File: config.mk
export PLATFORM = sky130hd
export DESIGN_NAME = spi_master_cfg
export DESIGN_NICKNAME = d
export VERILOG_FILES = /design/src/rtl/spi_pkg.sv /design/src/rtl/spi_clkgen.sv /design/src/rtl/spi_master_cfg.sv
export SDC_FILE = /design/constraint.sdc
export NUM_CORES = 1
export LEC_CHECK = 0
export CORE_MARGIN = 2
export CORE_UTILIZATION = 55
export CTS_BUF_LIST = sky130_fd_sc_hd__clkbuf_16
export DETAILED_ROUTE_END_ITERATION = 10
export PLACE_DENSITY = 0.77
export REMOVE_ABC_BUFFERS = 1
export SETUP_SLACK_MARGIN = 0.3
export SLEW_MARGIN = 10
export SYNTH_ARGS = -nofsm -noshare
export SYNTH_HDL_FRONTEND = slang
export SYNTH_HIERARCHICAL = 1
export SYNTH_SLANG_ARGS = --single-unit
File: constraint.sdc
create_clock -name clk -period 3.93 [get_ports clk]
set_input_delay 0.9825 -clock clk [delete_from_list [all_inputs] [get_ports clk]]
set_output_delay 0.9825 -clock clk [all_outputs]
set_load 0.01 [all_outputs]
File: src/rtl/spi_pkg.sv
// Shared definitions for the configurable SPI master: mode encodings and FSM states.
package spi_pkg;

    // Mode encoding is {cpol, cpha}.
    localparam logic [1:0] MODE0 = 2'b00;
    localparam logic [1:0] MODE1 = 2'b01;
    localparam logic [1:0] MODE2 = 2'b10;
    localparam logic [1:0] MODE3 = 2'b11;

    typedef enum logic [1:0] {
        IDLE  = 2'd0,
        LEAD  = 2'd1,
        TRAIL = 2'd2
    } state_e;

endpackage

File: src/rtl/spi_clkgen.sv
// SCK generator: half-period down-counter, SCK toggle register and lead/trail edge strobes.
module spi_clkgen #(
    parameter int DIVW = 8
) (
    input  logic            clk,
    input  logic            rst,
    input  logic            run,
    input  logic [DIVW-1:0] divider,
    input  logic            cpol,
    output logic            sck,
    output logic            lead,
    output logic            trail
);

    logic [DIVW-1:0] cnt_q, cnt_d;
    logic            sck_q, sck_d;
    logic            tick;

    // An SCK edge is produced at the clk edge where the counter has reached zero.
    assign tick  = run && (cnt_q == '0);
    assign lead  = tick && (sck_q == cpol);
    assign trail = tick && (sck_q != cpol);
    assign sck   = sck_q;

    always_comb begin
        cnt_d = cnt_q;
        sck_d = sck_q;
        if (!run) begin
            cnt_d = divider;
            sck_d = cpol;
        end else if (tick) begin
            cnt_d = divider;
            sck_d = ~sck_q;
        end else begin
            cnt_d = cnt_q - 1'b1;
        end
    end

    always_ff @(posedge clk) begin
        if (rst) begin
            cnt_q <= '0;
            sck_q <= 1'b0;
        end else begin
            cnt_q <= cnt_d;
            sck_q <= sck_d;
        end
    end

endmodule

File: src/rtl/spi_master_cfg.sv
// Configurable SPI master: 1..MAXBITS bit transfers, programmable SCK divider, CPOL/CPHA modes.
// Handshake: wr is taken only on a clk edge where busy=0; wr while busy is dropped, done pulses once at the end.
module spi_master_cfg
    import spi_pkg::*;
#(
    parameter int MAXBITS = 32,
    parameter int LENW    = $clog2(MAXBITS),
    parameter int DIVW    = 8
) (
    input  logic               clk,
    input  logic               rst,
    input  logic               wr,
    input  logic [MAXBITS-1:0] din,
    input  logic [LENW-1:0]    bits,
    input  logic [DIVW-1:0]    divider,
    input  logic               cpol,
    input  logic               cpha,
    input  logic               miso,
    output logic               sck,
    output logic               mosi,
    output logic               busy,
    output logic               done,
    output logic [MAXBITS-1:0] dout
);

    localparam logic [LENW-1:0] TOP_IDX = LENW'(MAXBITS - 1);

    state_e             state_q, state_d;
    logic [1:0]         mode_q, mode_d;
    logic [DIVW-1:0]    div_q, div_d;
    logic [LENW-1:0]    bits_q, bits_d;
    logic [LENW:0]      bit_cnt_q, bit_cnt_d;
    logic [MAXBITS-1:0] tx_q, tx_d;
    logic [MAXBITS-1:0] rx_q, rx_d;
    logic [MAXBITS-1:0] dout_q, dout_d;
    logic               mosi_q, mosi_d;
    logic               done_q, done_d;

    logic               run, lead, trail, last_bit;
    logic               sample_lead, sample_ev, shift_ev;
    logic               clk_cpol;
    logic [DIVW-1:0]    clk_div;
    logic [MAXBITS-1:0] din_aligned;

    assign run      = (state_q != IDLE);
    assign last_bit = (bit_cnt_q == {1'b0, bits_q});

    // Left-align the active bits so the first bit out is always the MSB of the shifter.
    assign din_aligned = din << (TOP_IDX - bits);

    // Config is muxed so the clock generator starts from the new cpol/divider on the accepting edge.
    assign clk_cpol = (!run && wr) ? cpol : mode_q[1];
    assign clk_div  = run ? div_q : divider;

    assign sample_lead = (mode_q == MODE0) || (mode_q == MODE2);
    assign sample_ev   = sample_lead ? lead : trail;
    assign shift_ev    = sample_lead ? (trail && !last_bit) : lead;

    spi_clkgen #(
        .DIVW (DIVW)
    ) u_clkgen (
        .clk     (clk),
        .rst     (rst),
        .run     (run),
        .divider (clk_div),
        .cpol    (clk_cpol),
        .sck     (sck),
        .lead    (lead),
        .trail   (trail)
    );

    always_comb begin
        state_d   = state_q;
        mode_d    = mode_q;
        div_d     = div_q;
        bits_d    = bits_q;
        bit_cnt_d = bit_cnt_q;
        tx_d      = tx_q;
        rx_d      = rx_q;
        dout_d    = dout_q;
        mosi_d    = mosi_q;
        done_d    = 1'b0;

        if (sample_ev) begin
            rx_d = {rx_q[MAXBITS-2:0], miso};
        end
        if (shift_ev) begin
            mosi_d = tx_q[MAXBITS-1];
            tx_d   = {tx_q[MAXBITS-2:0], 1'b0};
        end

        case (state_q)
            IDLE: begin
                if (wr) begin
                    state_d   = LEAD;
                    mode_d    = {cpol, cpha};
                    div_d     = divider;
                    bits_d    = bits;
                    bit_cnt_d = '0;
                    rx_d      = '0;
                    if (cpha) begin
                        tx_d = din_aligned;
                    end else begin
                        // CPHA=0 needs the first bit on the wire before the first leading edge.
                        mosi_d = din_aligned[MAXBITS-1];
                        tx_d   = {din_aligned[MAXBITS-2:0], 1'b0};
                    end
                end
            end
            LEAD: begin
                if (lead) begin
                    state_d = TRAIL;
                end
            end
            TRAIL: begin
                if (trail) begin
                    if (last_bit) begin
                        state_d = IDLE;
                        done_d  = 1'b1;
                        dout_d  = rx_d;
                    end else begin
                        state_d   = LEAD;
                        bit_cnt_d = bit_cnt_q + 1'b1;
                    end
                end
            end
            default: state_d = IDLE;
        endcase
    end

    always_ff @(posedge clk) begin
        if (rst) begin
            state_q   <= IDLE;
            mode_q    <= MODE0;
            div_q     <= '0;
            bits_q    <= '0;
            bit_cnt_q <= '0;
            tx_q      <= '0;
            rx_q      <= '0;
            dout_q    <= '0;
            mosi_q    <= 1'b0;
            done_q    <= 1'b0;
        end else begin
            state_q   <= state_d;
            mode_q    <= mode_d;
            div_q     <= div_d;
            bits_q    <= bits_d;
            bit_cnt_q <= bit_cnt_d;
            tx_q      <= tx_d;
            rx_q      <= rx_d;
            dout_q    <= dout_d;
            mosi_q    <= mosi_d;
            done_q    <= done_d;
        end
    end

    assign busy = run;
    assign mosi = mosi_q;
    assign done = done_q;
    assign dout = dout_q;

endmodule
==> out/results.tsv <==
stage	metric	value	unit
status	status	finished, final reports clean	
critical_path	Levels on crit path	12	
final_layout	Area Overhead vs Synth	20.8	%
routing	initial DRC count	450	
power	Lkg Pwr	3.64	nW
final_layout	nets	949	
critical_path	Crit path required time	4.24	ns
cts	CTS resizes	0	
place	Port Buffers	86	
floorplanning	initial core utilization	56.3	%
critical_path	Crit Path Max Fanout	31	
cts	root buf cell	clkbuf_16	
synthesis	syn_area_per_cell	8.94	µm²
power	PD cells	406	mW/mm²
critical_path	WS Path Type	in -> reg	
final_layout	Final Cell Area	0.00905	mm²
critical_path	most used cell, CP	nand2_1	
critical_path	cell family with most CP delay	compound AO/OA/AOI/OAI gates	
job	max cap viols	0	
power	worst vdd ir	0.281	mV
floorplanning	die width	121	µm
cts	Post-CTS Setup Inserts	0	
synthesis	register area share after synthesis	34.7	%
final_layout	commonest non-fill, non-tap cells in the layout	dfxtp_1, nor2_1, mux2i_1, nand2_1, clkdlybuf4s50_1	
place	detailed placement HPWL	13.5	mm
cts	worst skew pair latency	0.41	ns
cts	clk buf depth	2	
place	Area after DPL	0.00844	mm²
grt	largest net degree at the start of global routing	66	
critical_path	worst-path cell chain	clkdlybuf4s50_1 -> and2_1 -> nand2_1 -> nand2_1 -> xor2_1 -> nor2_1 -> inv_1 -> a21oi_1 -> o41ai_4 -> buf_12 -> a211o_1 -> a221oi_1	
routing	Detailed Routing Iterations Pass 1	5	
routing	drt wl/cell	17.5	µm
synthesis	top cells by area, synth	dfxtp_1, mux2i_1, nor2_1	
critical_path	FF-to-FF path depth	13	
hold_path	Min-Delay Path Class	reg -> reg	
routing	DR vias	6634	
routing	Antenna Nets Post-Route	0	
sta	RSZ-0062 raised after global routing	no	
critical_path	slowest stage cell, crit path	clkdlybuf4s50_1	
critical_path	Worst EP arrival	3.70	ns
floorplanning	Die Ht	121	µm
sta	Final Cycle Share	86.3	%
critical_path	CP Buf/Inv Count	3	
critical_path	CP Capture Type	register	
cts	Max H-tree Level	4	
cts	Num CTS Buffers	17	
synthesis	Ys Warns	6	
floorplanning	I/O pin count	87	
synthesis	Mapped Cells	838	
synthesis	Synth area leader	dfxtp_1	
cts	# hold bufs at CTS	0	
final_layout	Ant. Diodes	0	
hold_path	hold path depth	2	
synthesis	post-synth top area share	34.7	%
final_layout	most common cell after layout, fill and taps aside	dfxtp_1	
cts	Reg clk slew, reported paths	0.06	ns
sta	Tmin final	3.39	ns
sta	max_slew headroom	21.0	%
place	GP Congestion	0.937	
synthesis	Distinct cells, synth	62	
routing	final WL	19.0	mm
cts	CTS tree	built	
sta	Final Hold Vio Count	0	
synthesis	number of enable flip-flop cells after synthesis	0	
final_layout	fraction of layout cells with a size suffix above 1	13.8	%
routing	DRC	0	
sta	Tightest Pin Transition	1.18	ns
sta	final setup fails	0	
synthesis	Synth async-reset ratio	0	%
critical_path	Worst setup SP type	input pin	
cts	number of clock sinks	130	
floorplanning	Die ar.	0.0146	mm²
grt	total gr overflow	0	
sta	hold_ws	0.459	ns
grt	vias in the first global route	6387	
grt	first-pass GRT wire length	31.2	mm
sta	Setup Skew	0.00875	ns
grt	GRT Resource Usage Total	26.4	%
synthesis	synthesized area	0.00749	mm²
routing	via/cell ratio	6.12	
sta	Max Fclk	295	MHz
grt	initial antenna violation count	0	
floorplanning	core area	0.0133	mm²
synthesis	ys flop type	dfxtp_1	
synthesis	synthesized flop and latch total	130	
floorplanning	Rows	42	
critical_path	CP peak stage delay	0.45	ns
sta	max-slew violations	0	
[cell type report]
type,count,area (µm²)
multi-input combinational,623,4510
fill,1049,4250
sequential,130,2600
timing repair buffer,107,1050
clock buffer,17,425
tap,176,220
clock inverter,15,180
inverter,16,60.1
[cell families after synthesis]
kind of cell | synth area share, %
AOI/OAI and AO/OA | 18.8
xor gates and xnor gates | 1.74
adders and majority gates | 0.501
buffers and inverters | 5.34
DFF | 34.7
muxes | 22.5
and+or+nand+nor | 16.4
[layer usage]
metal	wire length [µm]	vias to the layer above	global-route usage, %
met5	0	-	0
met4	318	0	8.21
met3	975	27	4.53
met2	9340	238	44.2
met1	8330	3174	34.8
li1	-	3195	-
[metrics by stage]
step	setup slack (ns)	util (%)	total power (W)	setup TNS, ns	instances
finish	0.537	68.1	0.00367	0	1084
global route	0.327	68.1	0.00382	0	1084
CTS	0.557	68.1	0.00369	0	1084
detailed placement	0.204	63.5	0.00210	0	1052
global placement	0.326	63.5	0.00207	0	1052
floorplan	-3.99	-	0.00185	-174.92	769
[synthesized netlist by cell type (11+ instances only)]
| master | count |
|---|---|
| a22oi_1 | 11 |
| nor2_1 | 128 |
| o22ai_1 | 13 |
| clkbuf_1 | 40 |
| mux2_2 | 27 |
| buf_2 | 17 |
| a211oi_1 | 46 |
| nand2_1 | 86 |
| a21oi_1 | 31 |
| dfxtp_1 | 130 |
| nor3_1 | 13 |
| o21ai_0 | 11 |
| inv_1 | 15 |
| mux4_2 | 21 |
| mux2i_1 | 91 |
| nor2b_1 | 11 |
[sequential cells by signal (all words and copies together) (netlist names)]
name / flops
dout: 32
rx_q: 32
tx_q: 32
div_q: 8
u_clkgen/cnt_q: 8
bit_cnt_q: 6
bits_q: 5
mode_q: 2
state_q: 2
done: 1
mosi: 1
u_clkgen/sck: 1
[report_power, final]
part,switching (W),internal [W]
registers,0.0000382,0.00137
clock network,0.000584,0.00100
logic,0.000384,0.000297
[worst paths after layout]
check | start | to | slack [ns]
hold / removal | div_q[6] | div_q[6] | 0.46
setup / recovery | wr | tx_q[29] | 0.54
setup reg to reg | state_q[1] | tx_q[29] | 0.78
hold reg to reg | div_q[6] | div_q[6] | 0.46
[tightest hold or removal path, cell delays in order, from the launching register on]
cell and delay [ns]:
dfxtp_1 0.31, nand2_1 0.05, a21oi_1 0.06
No activity file was read; power rests on OpenSTA's default activity.
==> RTL edit: new RTL, same flow settings <==
Make the reset (`rst`) asynchronous in 2 clocked blocks.
--- a/src/rtl/spi_clkgen.sv
+++ b/src/rtl/spi_clkgen.sv
@@ -36,7 +36,7 @@
         end
     end
 
-    always_ff @(posedge clk) begin
+    always_ff @(posedge clk or posedge rst) begin
         if (rst) begin
             cnt_q <= '0;
             sck_q <= 1'b0;
--- a/src/rtl/spi_master_cfg.sv
+++ b/src/rtl/spi_master_cfg.sv
@@ -128,7 +128,7 @@
         endcase
     end
 
-    always_ff @(posedge clk) begin
+    always_ff @(posedge clk or posedge rst) begin
         if (rst) begin
             state_q   <= IDLE;
             mode_q    <= MODE0;
Behaviour: differs if rst is asserted again (counterexample within 4 cycles, from zero or initial values and one cycle with rst high); with rst held inactive, the same outputs for 4 cycles.
==> RTL edit against the original RTL <==
Wire length increased by 6.1%; register-to-register slack improved by 0.22 ns; final area increased by 7.9%; sequential cell count unchanged; count of clock-buffer cells in the layout unchanged; largest power group unchanged; highest routed layer unchanged; critical endpoint is now dout[17]$_DFFE_PP0P_; synthesized area increased by 10%; power decreased by 10%; setup slack improved by 0.21 ns; final cell count increased by 0.28%.
==> RTL edit: results (changes against the original RTL) <==
Outcome
  • Outcome: finished clean

Routing
  • WL met1: 8940 µm (+7.2%)
  • DR WL/cell: 18.5 µm (+5.8%)
  • DR iter-0 viols: 453 (+0.67%)
  • Vias per cell: 6.06 (-1.0%)
  • Met3 WL: 1050 µm (+7.4%)
  • WL met2: 9710 µm (+3.9%)

Timing
  • Worst slew margin: 0.373 (+0.163)
  • Min Hold Slack: 0.473 ns (+0.0136 ns)
  • Maximum clock rate: 314 MHz (+6.6%)
  • Clk_skew: 0.0102 ns (+0.00150 ns)

Logic synthesis
  • Synth cell types: 75 (+21%)
  • Mux share of post-synthesis cell area: 0.247 (+0.0213)
  • Synth Area in Compound Gates: 0.142 (-0.0458)
  • Post-Synth XOR/XNOR Area: 0.0180 (+0.000670)
  • Largest cells by area after synthesis: dfrtp_1 39%, mux2i_1 12%, nand2_1 5.5%
  • Ys flop type: dfrtp_1
  • Register area share after synthesis: 0.394 (+0.0468)
  • Asr flop ratio synth: 1.00 (+1.00)
  • Adder-Cell Fraction of Synth Area: 0.00455 (-0.000463)
  • Post-Syn Instances: 819 (-2.3%)

Critical path
  • Slowest stage cell on the critical path: or3_2
  • Arr. time, crit path: 3.43 ns (-0.27 ns)
  • Critical R2R Launch: state_q[1]$_DFFE_PP0P_
  • FF-to-FF path depth: 11 (-2)
  • Crit Path Max Fanout: 65 (+110%)
  • Max incr delay on CP: 0.88 ns (+0.43 ns)
  • Reg-to-Reg End: dout[17]$_DFFE_PP0P_
  • R2r setup slk: 1.00 ns (+0.22 ns)
  • Delay-heaviest family, CP: simple AND/OR/NAND/NOR gates

Final layout
  • Fill count: 1135 (+8.2%)
  • Layout Cells excl Fill: 1087 (+0.28%)
  • Post-route cell area: 9760 µm² (+7.9%)
  • Layout cells sized above 1: 0.141 (+0.00298)
  • Total Nets Final: 944 (-0.53%)

Pwr
  • Leakage: 0.00478 µW (+31%)
  • Comb power: 457 µW (-33%)
  • Sw Ratio: 0.254 (-0.0196)
  • Internal power: 2470 µW (-7.6%)
  • Worst vdd ir: 0.320 mV (+14%)
  • Reg power frac: 0.405 (+0.022)

Placement
  • Placed Area: 9190 µm² (+8.9%)
  • Hpwl dp: 14400 µm (+7.2%)
  • DP Worst Slack: 0.373 ns (+0.170 ns)

GRT
  • Vias in the first global route: 6644 (+4.0%)
  • Overall global routing resource usage: 0.262 (-0.00204)
  • Pin count of the biggest net entering global routing: 85 (+29%)
  • M1 GR Usage: 0.352 (+0.00385)
  • First-pass GRT wire length: 33900 µm (+8.6%)

Worst hold path
  • Min-Delay Endpoint: dout[10]$_DFFE_PP0P_
  • Min-delay src: dout[10]$_DFFE_PP0P_

Clock tree
  • Worst-Skew Late Latency: 0.42 ns
## RTL edit: changes by cell type in the layout (fill, tap and decap cells not counted), moves of 8 or more
| cell | unedited run | this run |
|---|---|---|
| nand2_1 | 86 | 122 |
| a211oi_1 | 46 | 4 |
| mux4_1 | 0 | 13 |
| a21oi_1 | 31 | 23 |
| dfxtp_1 | 130 | 0 |
| mux4_2 | 21 | 10 |
| o22ai_1 | 13 | 21 |
| a22oi_1 | 11 | 3 |
| o21ai_0 | 11 | 59 |
| mux2_2 | 27 | 35 |
| dfrtp_1 | 0 | 130 |
| nor2_1 | 128 | 73 |
| mux2i_1 | 90 | 102 |
## RTL edit: final cells by class
| type | count | share of cell area |
|---|---|---|
| Clock inverter | 15 | 0.0149 |
| Tap cell | 184 | 0.0236 |
| Inverter | 16 | 0.00641 |
| Timing Repair Buffer | 113 | 0.112 |
| Multi-Input combinational cell | 612 | 0.467 |
| Sequential cell | 130 | 0.333 |
| Clock buffer | 17 | 0.0436 |
